### config.mk
export PLATFORM = sky130hd
export DESIGN_NAME = mcl_req_seq
export DESIGN_NICKNAME = d
export VERILOG_FILES = /design/src/rtl/mcl_pkg.sv /design/src/rtl/mcl_rr_arb.sv /design/src/rtl/mcl_req_seq.sv
export SDC_FILE = /design/constraint.sdc
export NUM_CORES = 1
export LEC_CHECK = 0
export ABC_AREA = 1
export BUFFER_PORTS_ARGS = -buffer_cell sky130_fd_sc_hd__buf_2
export CORE_MARGIN = 3
export CORE_UTILIZATION = 35
export CTS_CLUSTER_DIAMETER = 60
export DETAILED_ROUTE_END_ITERATION = 12
export GPL_TIMING_DRIVEN = 0
export PLACE_DENSITY = 0.58
export SYNTH_ARGS = -nofsm -noshare
export SYNTH_HDL_FRONTEND = slang
export SYNTH_SLANG_ARGS = --single-unit
### constraint.sdc
create_clock -name clk -period 2.7 [get_ports clk]
set_input_delay 0.405 -clock clk [delete_from_list [all_inputs] [get_ports clk]]
set_output_delay 0.405 -clock clk [all_outputs]
set_load 0.005 [all_outputs]
### src/rtl/mcl_pkg.sv
// Shared types and elaboration helpers for the MCL EBOX->MBOX request sequencer.
package mcl_pkg;

    typedef enum logic [1:0] {
        IDLE = 2'd0,
        REQ  = 2'd1,
        WAIT = 2'd2,
        PF   = 2'd3
    } mclState_e;

    // Channel index width; a single requester still gets a 1-bit index.
    function automatic int unsigned chanWidth(input int unsigned n);
        return (n > 1) ? $clog2(n) : 1;
    endfunction

    // Width of a counter that must be able to hold maxVal.
    function automatic int unsigned cntWidth(input int unsigned maxVal);
        return $clog2(maxVal + 1);
    endfunction

    function automatic bit paramsLegal(input int unsigned nchan,
                                       input int unsigned retryMax,
                                       input int unsigned tmo);
        return (nchan >= 1) && (nchan <= 8) && (retryMax >= 1) && (tmo >= 2);
    endfunction

endpackage

### src/rtl/mcl_rr_arb.sv
// Round-robin one-hot arbiter: grants the first requester at/after the pointer,
// then moves the pointer just past the winner.
module mcl_rr_arb
    import mcl_pkg::*;
#(
    parameter int unsigned NCHAN = 2
) (
    input  logic                          clk,
    input  logic                          reset,
    input  logic                          en,
    input  logic [NCHAN-1:0]              req,
    output logic [NCHAN-1:0]              grant,
    output logic [chanWidth(NCHAN)-1:0]   grantIdx,
    output logic                          grantValid
);

    localparam int unsigned CW = chanWidth(NCHAN);

    logic [CW-1:0] ptr;
    logic [CW-1:0] cand;

    // Scan channels starting at the pointer; first valid one wins.
    always_comb begin
        grant      = '0;
        grantIdx   = '0;
        grantValid = 1'b0;
        cand       = '0;
        if (en) begin
            for (int unsigned i = 0; i < NCHAN; i++) begin
                cand = CW'((32'(ptr) + i) % NCHAN);
                if (!grantValid && req[cand]) begin
                    grant[cand] = 1'b1;
                    grantIdx    = cand;
                    grantValid  = 1'b1;
                end
            end
        end
    end

    // Pointer advances to winner+1 (wrapping) on every grant.
    always_ff @(posedge clk) begin
        if (reset) begin
            ptr <= '0;
        end else if (grantValid) begin
            ptr <= (grantIdx == CW'(NCHAN - 1)) ? '0 : grantIdx + 1'b1;
        end
    end

endmodule

### src/rtl/mcl_req_seq.sv
// EBOX->MBOX memory-request sequencer: arbitrates requesters, issues one request
// to CSH/MBOX, handles accept/retry/response, and raises page fails on retry
// exhaustion or response timeout.
module mcl_req_seq
    import mcl_pkg::*;
#(
    parameter int unsigned NCHAN     = 2,
    parameter int unsigned ADDR_W    = 22,
    parameter int unsigned RETRY_MAX = 7,
    parameter int unsigned TMO       = 63
) (
    input  logic                          clk,
    input  logic                          reset,
    input  logic [NCHAN-1:0]              reqValid,
    output logic [NCHAN-1:0]              reqReady,
    input  logic [NCHAN*ADDR_W-1:0]       reqAddr,
    input  logic [NCHAN-1:0]              reqWrite,
    input  logic [NCHAN-1:0]              reqUser,
    input  logic [NCHAN-1:0]              reqPublic,
    output logic                          eboxReqIn,
    output logic [ADDR_W-1:0]             mboxAddr,
    output logic                          mboxWrite,
    output logic                          ptPublic,
    input  logic                          cshEBOXT0,
    input  logic                          cshEBOXRetry,
    input  logic                          mboxRespIn,
    output logic                          mboxXfer,
    output logic [chanWidth(NCHAN)-1:0]   respChan,
    output logic                          eboxSync,
    input  logic                          pfEBOXHandle,
    output logic                          pfHold,
    output logic                          clkForce1777
);

    localparam int unsigned CW = chanWidth(NCHAN);
    localparam int unsigned RW = cntWidth(RETRY_MAX);
    localparam int unsigned TW = cntWidth(TMO);

    if (!paramsLegal(NCHAN, RETRY_MAX, TMO)) begin : gParamCheck
        $error("mcl_req_seq: illegal NCHAN/RETRY_MAX/TMO");
    end

    mclState_e       state, nextState;
    logic [RW-1:0]   retryCnt, retryNext;
    logic [TW-1:0]   timer;
    logic [ADDR_W-1:0] latAddr;
    logic            latWrite, latPublic, latUser;
    logic [CW-1:0]   latChan;
    logic [NCHAN-1:0] grant;
    logic [CW-1:0]   grantIdx;
    logic            grantValid;
    logic            retryHit, retryLimit, tmoHit;

    assign retryNext  = retryCnt + 1'b1;
    assign retryLimit = (retryNext == RW'(RETRY_MAX));
    assign tmoHit     = (timer == TW'(TMO - 1));

    mcl_rr_arb #(.NCHAN(NCHAN)) uArb (
        .clk        (clk),
        .reset      (reset),
        .en         (state == IDLE),
        .req        (reqValid),
        .grant      (grant),
        .grantIdx   (grantIdx),
        .grantValid (grantValid)
    );

    // Next-state and strobes; reset suppresses all combinational pulses.
    always_comb begin
        nextState    = state;
        reqReady     = '0;
        eboxReqIn    = 1'b0;
        mboxXfer     = 1'b0;
        clkForce1777 = 1'b0;
        retryHit     = 1'b0;
        if (!reset) begin
            case (state)
                IDLE: begin
                    if (grantValid) begin
                        reqReady  = grant;
                        nextState = REQ;
                    end
                end
                REQ: begin
                    eboxReqIn = 1'b1;
                    if (cshEBOXRetry) begin
                        retryHit = 1'b1;
                        if (retryLimit) begin
                            nextState    = PF;
                            clkForce1777 = 1'b1;
                        end
                    end else if (cshEBOXT0) begin
                        nextState = WAIT;
                    end
                end
                WAIT: begin
                    if (mboxRespIn) begin
                        mboxXfer  = 1'b1;
                        nextState = IDLE;
                    end else if (cshEBOXRetry) begin
                        retryHit = 1'b1;
                        if (retryLimit) begin
                            nextState    = PF;
                            clkForce1777 = 1'b1;
                        end else begin
                            nextState = REQ;
                        end
                    end else if (tmoHit) begin
                        nextState    = PF;
                        clkForce1777 = 1'b1;
                    end
                end
                PF: begin
                    if (pfEBOXHandle) nextState = IDLE;
                end
                default: nextState = IDLE;
            endcase
        end
    end

    // State register.
    always_ff @(posedge clk) begin
        if (reset) state <= IDLE;
        else       state <= nextState;
    end

    // Request latch, retry counter and response timer.
    always_ff @(posedge clk) begin
        if (reset) begin
            latAddr   <= '0;
            latWrite  <= 1'b0;
            latPublic <= 1'b0;
            latUser   <= 1'b0;
            latChan   <= '0;
            retryCnt  <= '0;
            timer     <= '0;
        end else begin
            if (state == IDLE && grantValid) begin
                latAddr   <= reqAddr[grantIdx*ADDR_W +: ADDR_W];
                latWrite  <= reqWrite[grantIdx];
                latPublic <= reqPublic[grantIdx];
                latUser   <= reqUser[grantIdx];
                latChan   <= grantIdx;
            end
            if (retryHit)                      retryCnt <= retryLimit ? '0 : retryNext;
            else if (state == IDLE || mboxXfer) retryCnt <= '0;
            timer <= (state == WAIT) ? timer + 1'b1 : '0;
        end
    end

    assign mboxAddr  = latAddr;
    assign mboxWrite = latWrite;
    assign respChan  = latChan;
    assign eboxSync  = (state == IDLE);
    assign pfHold    = (state == PF);
    assign ptPublic  = (state != IDLE) && latPublic && latUser;

endmodule

=== Word-level counts from Yosys, hierarchy flattened ===
Cells that the tools add are included.

* Multiply operators: 1
* Muxes and demuxes: 57
* $lt $le $gt $ge: 5
* Bitwise gates (word level): 2
* Eq/ne operators: 10
* $add $sub $neg: 4
* Shift operators: 1
* Reduce and logical (&&, ||, !) cells: 13

{| class="wikitable"
|+ Operators with widths
! cell !! count
|-
| 44-bit by 7-bit variable part select with 22-bit output || 1
|-
| 1-bit 2-to-1 mux || 34
|-
| 2-bit 2-to-1 mux || 15
|-
| 3-bit 2-to-1 mux || 3
|-
| 2-bit one-hot mux with 4 select lines || 1
|-
| 6-bit by 1-bit adder with 6-bit output (second input constant) || 1
|-
| 6-bit == test (second input constant) || 1
|-
| 1-bit logical AND || 6
|-
| 1-bit by 2-bit < comparator with 1-bit output (second input constant) || 3
|-
| 3-bit inequality test (second input constant) || 2
|-
| 1-bit by 4-bit multiplier with 5-bit output (second input constant) || 1
|-
| 5-bit AND reduction || 1
|-
| 2-bit == test (second input constant) || 2
|-
| 4-bit inequality test (second input constant) || 1
|-
| 1-bit one-hot mux with 2 select lines || 2
|-
| 2-bit nonzero test || 2
|-
| 3-bit by 1-bit adder with 3-bit output (second input constant) || 1
|-
| 3-bit == test (second input constant) || 1
|-
| 1-bit adder (second input constant) || 2
|-
| 1-bit demux with 1-bit select || 2
|-
| 2-bit by 1-bit == test with 1-bit output (second input constant) || 1
|-
| 1-bit >= comparator (second input constant) || 2
|-
| 2-bit zero test || 1
|-
| 2-bit by 1-bit inequality test with 1-bit output (second input constant) || 1
|-
| other kinds (6) || 6
|}

* Input port bits: 58
* Output and inout bits: 32
* Logic and storage cells: 102
* Flip-flop bits (word level): 38

=== Depth between registers and ports, before layout ===
Gate-level depths: netlist (run 1).

* Depth after elaboration: 11
* Depth in mapped cells: 12
* Depth with buffers taken out: 12

=== Cells and area by module ===
A second synthesis (run 1) with hierarchy kept.

* Cell total of the unflattened synthesis: 294
* Area total of the unflattened synthesis: 2,042.0 um2

{| class="wikitable"
|+ By module, submodules not included
! module !! area an instance (um2) !! times used !! cells an instance !! sequential area each (um2)
|-
| mcl_req_seq || 1,963.1 || 1 || 281 || 740.7
|-
| mcl_rr_arb || 78.8 || 1 || 13 || 20.0
|}

=== Least setup slack after synthesis (run 1) ===
No wires, ideal clock.

* Path type: register to output
* Start: register state[0]
* End: output reqReady[0]
* Stages on the path, launching flop included: 10
* Buffers on the path: 2
* Path slack: 0.883 ns
* Required time: 2.295 ns
* Arrival: 1.412 ns
* Path through: dfxtp_1 > inv_1 > ha_1 > buf_4 > nand2_2 > nor2_4 > nor2_8 > buf_12 > inv_2 > nor2_1

* Longest elaborated chain between the ends: 5

{| class="wikitable"
|+ RTL lines
! item !! RTL line !! RTL
|-
| from (decl) || mcl_req_seq.sv:43 || <nowiki>mclState_e state, nextState;</nowiki>
|-
| from (signal assigned) || mcl_req_seq.sv:124 || <nowiki>else state <= nextState;</nowiki>
|-
| 2-bit zero test * || -- ||
|-
| named net eboxSync || mcl_req_seq.sv:29 || <nowiki>output logic eboxSync,</nowiki>
|-
| 1-bit 2-to-1 mux || mcl_rr_arb.sv:28 || <nowiki>if (en) begin</nowiki>
|-
| 2-bit 2-to-1 mux || mcl_req_seq.sv:79 || <nowiki>if (grantValid) begin</nowiki>
|-
| 2-bit 2-to-1 mux * || mcl_req_seq.sv:77 || <nowiki>case (state)</nowiki>
|-
| 2-bit 2-to-1 mux * || mcl_req_seq.sv:76 || <nowiki>if (!reset) begin</nowiki>
|-
| to (decl) || mcl_req_seq.sv:15 || <nowiki>output logic [NCHAN-1:0] reqReady,</nowiki>
|}

Mark *: on every way through the listed nets, which the timed path passes. The rest lies on a longest branch.

=== Worst setup path after layout (run 1) ===
* Start: register state[1]
* End: output reqReady[0]

* Longest elaborated chain between the ends: 5

{| class="wikitable"
|+ RTL lines
! item !! RTL line
|-
| 2-bit zero test * || mcl_req_seq.sv:61, mcl_req_seq.sv:77
|-
| 1-bit 2-to-1 mux || mcl_rr_arb.sv:28
|-
| 2-bit 2-to-1 mux || mcl_req_seq.sv:79
|-
| 2-bit 2-to-1 mux * || mcl_req_seq.sv:77
|-
| 2-bit 2-to-1 mux * || mcl_req_seq.sv:76
|}

Every way passes the cells marked *; elsewhere a longest branch is shown, timed or not.

==> results of run 1 <==
==> placed cells by master (no fill, tap or decap), drive strengths merged <==
cell type,n
buf,96
nand2,94
dfxtp,38
nor2,26
inv,25
a31oi,25
nand3,23
clkbuf,10
a21oi,9
ha,8
o21ai,4
nor3,3
clkinv,2
or2,1
nor4,1
nand4,1
xnor2,1
clkinvlp,1
==> worst max-delay path by stage <==
stage	depth (start not counted)	to	start
after global placement	10	reqReady[0]	state[1]$_SDFFE_PP0P_
after global routing	10	reqReady[0]	state[1]$_SDFFE_PP0P_
final	10	reqReady[0]	state[1]$_SDFFE_PP0P_
after detailed placement	10	reqReady[0]	state[1]$_SDFFE_PP0P_
after CTS	10	reqReady[0]	state[1]$_SDFFE_PP0P_
after floorplan	9	reqReady[0]	state[0]$_SDFFE_PP0P_
==> sequential cells by signal, summed over array words and instances (netlist names) <==
| register | flops |
|---|---|
| retryCnt | 3 |
| mboxWrite | 1 |
| uArb.ptr | 1 |
| latPublic | 1 |
| respChan | 1 |
| state | 2 |
| mboxAddr | 22 |
| timer | 6 |
| latUser | 1 |
==> logic make-up after synthesis <==
group	after synthesis
AND/OR/NAND/NOR	149
AO/OA/AOI/OAI	38
buffers and inverters	38
flip-flops	38
adder cells (fa/ha/maj)	8
XOR/XNOR	1
==> final cells by class <==
cell class | count | area (um^2)
plain buffers | 12 | 82.6
flip-flops and latches | 38 | 761
inverters | 26 | 98.8
well taps | 72 | 90.1
clock buffers | 6 | 82.6
fillers | 601 | 2900
clock inverters | 2 | 12.5
repair buffers | 88 | 440
multi-input cells | 196 | 1070
==> cell usage after synthesis (all sizes together), types with 3 or more instances <==
master | number | area share (%)
nand2 | 94 | 20
dfxtp | 38 | 38
nor2 | 26 | 6.8
a31oi | 25 | 10
inv | 25 | 4.7
nand3 | 23 | 5.7
a21oi | 9 | 2.4
buf | 8 | 3.4
ha | 8 | 5.0
clkbuf | 4 | 0.74
o21ai | 4 | 0.99
nor3 | 3 | 0.74
==> power by group through the flow <==
stage / combinational, uW / sequential, uW / clock [uW]
after global routing: 1290 / 827 / 451
after floorplan: 798 / 818 / 0
final: 1140 / 804 / 405
after CTS: 1160 / 805 / 424
after global placement: 1160 / 815 / 0
after detailed placement: 1160 / 812 / 0
==> per-layer routing <==
layer / vias to the layer above / global-route usage, % / wire, um
met5: - / 0 / 0
met4: 0 / 4.49 / 34
met3: 2 / 5.15 / 368
met2: 61 / 27.4 / 2430
met1: 901 / 19.4 / 2300
li1: 1074 / - / -
==> stage by stage <==
stage                     utilization, %  setup slack [ns]  hold WS [ns]
after floorplan                        -             0.883         0.430
after global placement              46.0             0.547         0.446
after detailed placement            46.0             0.570         0.455
after CTS                           47.7             0.243         0.364
after global routing                47.7             0.137         0.368
final                               47.7             0.287         0.373
==> critical path: cells and delay by family, from the launching register on <==
family / cells / cell delay, ns
AND/OR/NAND/NOR: 4 / 0.52
buffers and inverters: 5 / 0.68
flip-flops: 1 / 0.35
adder cells (fa/ha/maj): 1 / 0.17
==> flow_summary.yaml, run 1 <==
clocking:
  htreeDepth: 2
  root_buffer: "clkbuf_8"
  cts_tree: "yes"
  ctsResizeCount: 0
  clk_path_buf_depth: 2
  numCtsBuffers: 5
  postCtsHoldBufs: 0
  path_clk_slew_ns: 0.07
  cts_setup_buffers: 0
  cts.sink_count: 38
  clk_latency_ns: 0.28
placed_design:
  place_hpwl_mm: 4.00
  place_inst: 432
  routabilityCongestion: 0.761
  numPortBuffers: 88
  placed_cell_area_mm2: 0.00255
pwr:
  power_density_mw_per_mm2: 891
  clkPwrFrac_pct: 17.2
  cell_internal_pwr_uw: 1390
  power_frac_seq_pct: 34.2
  switching_power_uw: 967
  combPwrFrac_pct: 48.6
  power_uw: 2350
  p_leak_uw: 0.00125
  peakVddDrop_uv: 398
  swShare_pct: 41.1
logic_synthesis:
  syn_area_mm2: 0.00202
  synth_cells: 272
  synthFlopType: "dfxtp_1"
  synth_cell_types: 29
  synthAdderAreaFrac_pct: 4.97
  synth_xor_area_share_pct: 0.435
  ys_seq_area_share_pct: 37.7
  synth_nets: 338
  ys_warn_count: 0
  avgSynthCellArea_um2: 7.41
  ys_ff_latch: 38
  synth_top_family_by_area: "simple AND/OR/NAND/NOR gates"
  synth-compound-area-share_pct: 13.7
  synth-edff-count: 0
  muxShareOfSynthArea_pct: 0
  async_flop_share_pct: 0
  synthSimpleGateAreaFrac_pct: 34.2
setup_path:
  reg2reg_from: "state[1]$_SDFFE_PP0P_"
  cp_cell_sequence: "inv_1, ha_1, buf_4, nand2_2, nor2_4, nor2_8, buf_12, inv_2, nor2_1, buf_2"
  crit_required_ns: 2.30
  reg2reg_slack_ns: 0.95
  path_class: "reg -> out"
  crit_arrival_ns: 2.01
  worst-path-max-fanout: 10
  start_kind: "register"
  timing.rr.end: "mboxAddr[9]$_SDFFE_PP0P_"
  critPathMaxStageDelay_ns: 0.35
  r2r_cells: 8
  critPathCaptureType: "output pin"
  cp_slowest_cell: "dfxtp_1"
finish:
  postLayoutCellArea_mm2: 0.00264
  finish.net_count: 433
  syn2layout_area_growth_pct: 31.0
  fin_cells: 440
  antenna_cells: 0
  layout-drive-gt1-share_pct: 36.1
floorplan:
  die_w_um: 81.9
  die_h_um: 81.9
  core_area_mm2: 0.00554
  io_pins: 90
  start_util_pct: 36.4
  rows: 27
  fp.dieArea_mm2: 0.00671
timing:
  fin_crit_sh_pct: 89.4
  slew_headroom_pct: 57.6
  worst_pin_slew_ns: 0.635
  setup_tns_ns: 0
  drv_slew: 0
  rsz0062_at_grt: "false"
  hold_viol_final: 0
  fin_worst_skew_ns: 0.00318
  fmax_ghz: 0.414
  min_period_ns: 2.41
  finalSetupViolCount: 0
detailed_routing:
  routed_via_density: 4.63
  drt_iter0_markers: 63
  drt_first_pass_iters: 4
  avgRoutedWirePerCell_um: 11.7
  post-route-drc-count: 0
  vias: 2038
  routed_wl_mm: 5.13
  drtAntennaViolNets: 0
grt:
  grt_pass1_wl_mm: 8.38
  track_usage_pct: 16.1
  grt_max_degree: 13
  grt_remaining_overflow: 0
  grt_antenna_before_repair: 0
  grt_pass1_vias: 1917
worst_hold_path:
  min_path_cells: 3
  hold_class: "in -> reg"
  min_from: "reqAddr[10]"
  hold_end: "mboxAddr[10]$_SDFFE_PP0P_"
flow_run:
  maxCapViolCount: 0
run_status:
  outcome: "finished, final reports clean"
Power figures use the tool's default switching activity.
==> inputs of run 2 (changes only) <==
Settings changed: GPL_ROUTABILITY_DRIVEN from default to 0, SYNTH_HIERARCHICAL from default to 1.
==> flow_summary.yaml, run 2 <==
run_status:
  outcome: "finished, final reports clean"
finish:
  fill_cells: 628
  syn2layout_area_growth_pct: 31.6
  largest_reg_flops: 22
  multiInputGateArea_mm2: 0.00101
  final_cell_mix: "buf_2 (99), nand2_1 (70), inv_1 (50)"
  finish.net_count: 456
  mostFrequentLayoutCell: "buf_2"
  layout-drive-gt1-share_pct: 31.4
  antenna_cells: 0
  fin_util_pct: 48.2
  seq_area_um2: 761
clocking:
  htreeDepth: 2
  cts_setup_buffers: 0
  root_buffer: "clkbuf_8"
  clk_path_buf_depth: 2
  numCtsBuffers: 5
  path_clk_slew_ns: 0.07
  cts_tree: "yes"
  postCtsHoldBufs: 0
  cts.sink_count: 38
  clk_latency_ns: 0.29
detailed_routing:
  routed_wl_mm: 5.12
  avgRoutedWirePerCell_um: 11.1
  drt_iter0_markers: 68
  vias: 2056
  drt_first_pass_iters: 4
  post-route-drc-count: 0
  routed_via_density: 4.46
  drtAntennaViolNets: 0
setup_path:
  reg2reg_slack_ns: 0.69
  crit_required_ns: 2.30
  critPathCaptureType: "output pin"
  path_class: "reg -> out"
  worst-path-max-fanout: 18
  r2r_cells: 9
  crit_arrival_ns: 1.91
  start_kind: "register"
floorplan:
  die_h_um: 82.4
  rows: 27
  io_pins: 90
  start_util_pct: 36.6
  fp.dieArea_mm2: 0.00679
  core_area_mm2: 0.00557
  die_w_um: 82.4
timing:
  drv_slew: 0
  fin_crit_sh_pct: 85.7
  fmax_ghz: 0.432
  min_period_ns: 2.31
  worst_slack_ns: 0.386
  worst_pin_slew_ns: 0.456
  hold_viol_final: 0
  setup_tns_ns: 0
  fin_worst_skew_ns: 0.00631
  rsz0062_at_grt: "false"
  finalSetupViolCount: 0
  slew_headroom_pct: 69.6
grt:
  grt_remaining_overflow: 0
  grtUsageMet1_pct: 21.1
  grt_antenna_before_repair: 0
  grt_pass1_wl_mm: 8.01
  grt_pass1_vias: 1773
  top_usage_layer: "met2"
  use_met2_pct: 22.4
  grtUsageMet3_pct: 5.21
  grt_max_degree: 12
  track_usage_pct: 15.3
placed_design:
  place_hpwl_mm: 4.05
  numPortBuffers: 89
  place_ws_ns: 0.421
pwr:
  power_density_mw_per_mm2: 934
  power_frac_seq_pct: 35.1
  clkPwrFrac_pct: 19.4
  combPwrFrac_pct: 45.5
  swShare_pct: 39.4
  peakVddDrop_uv: 417
  switching_power_uw: 988
  p_leak_uw: 0.00148
  cell_internal_pwr_uw: 1520
  power_uw: 2510
logic_synthesis:
  synth_top_cell_area_share_pct: 37.3
  synthTopCellsByCount: "nand2_1 (70), inv_1 (50), dfxtp_1 (38), nand3_1 (38), o211ai_1 (25)"
  synthTopCellsByArea: "dfxtp_1 (37%), nand2_1 (13%), nand3_1 (9.3%), inv_1 (9.2%), o211ai_1 (9.2%)"
  yosysMostFrequentCell: "nand2_1"
  synth_nets: 361
  syn_area_mm2: 0.00204
  ys_warn_count: 6
  synth_cells: 294
  yosysTopAreaCell: "dfxtp_1"
  ys_ff_latch: 38
  synthFlopType: "dfxtp_1"
  async_flop_share_pct: 0
  synth-edff-count: 0
  synth_cell_types: 26
  ys_seq_area_share_pct: 37.3
  avgSynthCellArea_um2: 6.95
flow_run:
  maxCapViolCount: 0
worst_hold_path:
  min_path_cells: 2
  hold_class: "in -> reg"
[run 2: changes by cell type in the layout (fill, tap and decap cells not counted), moves of 3 or more]
cell and change:
a21oi_1 +3, nand2_2 -6, clkbuf_1 -3, inv_1 +27, nor2_4 -3, nand3_1 +15, o211ai_1 +25, a31oi_1 -17
a31oi_2 -8, buf_2 +9, nor2_1 -7, nand2_1 -11
[run 2: final timing paths]
check                        start                        end
max          state[0]$_SDFFE_PP0P_                reqReady[1]
min                          reset      uArb/ptr$_SDFFE_PP0P_
max reg2reg  state[0]$_SDFFE_PP0P_  mboxAddr[16]$_SDFFE_PP0P_
min reg2reg    timer[5]$_SDFF_PP0_        timer[5]$_SDFF_PP0_
[run 2: layer usage]
metal / vias to the layer above / share of wire, %
li1: 1127 / -
met1: 861 / 49
met2: 60 / 42
met3: 8 / 7.6
met4: 0 / 1.6
met5: - / 0
[run 2: logic make-up (layout without fill, tap and decap cells)]
group	after synthesis	in the layout	synth area share, %
and+or+nand+nor	135	135	29.0
buffers and inverters	67	162	13.4
AOI/OAI and AO/OA	44	44	14.4
DFF	38	38	37.3
adders and majority gates	9	9	5.51
xor gates and xnor gates	1	1	0.429
[run 2: cell type report]
| cell class | count | area share, % |
|---|---|---|
| multi-input combinational | 189 | 37.6 |
| tap | 72 | 3.35 |
| sequential | 38 | 28.3 |
| buffer | 13 | 2.56 |
| timing repair buffer | 89 | 16.6 |
| inverter | 53 | 7.40 |
| clock inverter | 1 | 1.12 |
| clock buffer | 6 | 3.07 |
[run 2: timing repair]
item,CTS,global route
endpoints found under the setup margin,0,2
resized for setup,0,1
endpoints found under the hold margin,0,0
[run 2: power groups by stage]
stage               registers (uW)  logic (uW)  clock network, uW
global route                   904        1320                530
floorplan                      897         718                  0
CTS                            881        1170                504
detailed placement             886        1160                  0
global placement               892        1150                  0
finish                         881        1140                488
[run 2: worst max-delay path: stages, from the launching register on]
cell,delay (ns)
dfxtp_1,0.35
inv_1,0.12
ha_2,0.28
nand2_1,0.13
nand2_1,0.13
nand2_1,0.07
inv_2,0.25
nand2_1,0.08
nor2_1,0.09
buf_2,0.11
[run 2: metrics by stage]
stage | hold slack [ns] | instances | area, um^2
6_report | 0.297 | 461 | 2690
2_1_floorplan | 0.422 | 294 | 2040
3_5_place_dp | 0.451 | 455 | 2580
4_1_cts | 0.286 | 462 | 2690
5_1_grt | 0.286 | 461 | 2690
3_3_place_gp | 0.449 | 455 | 2580
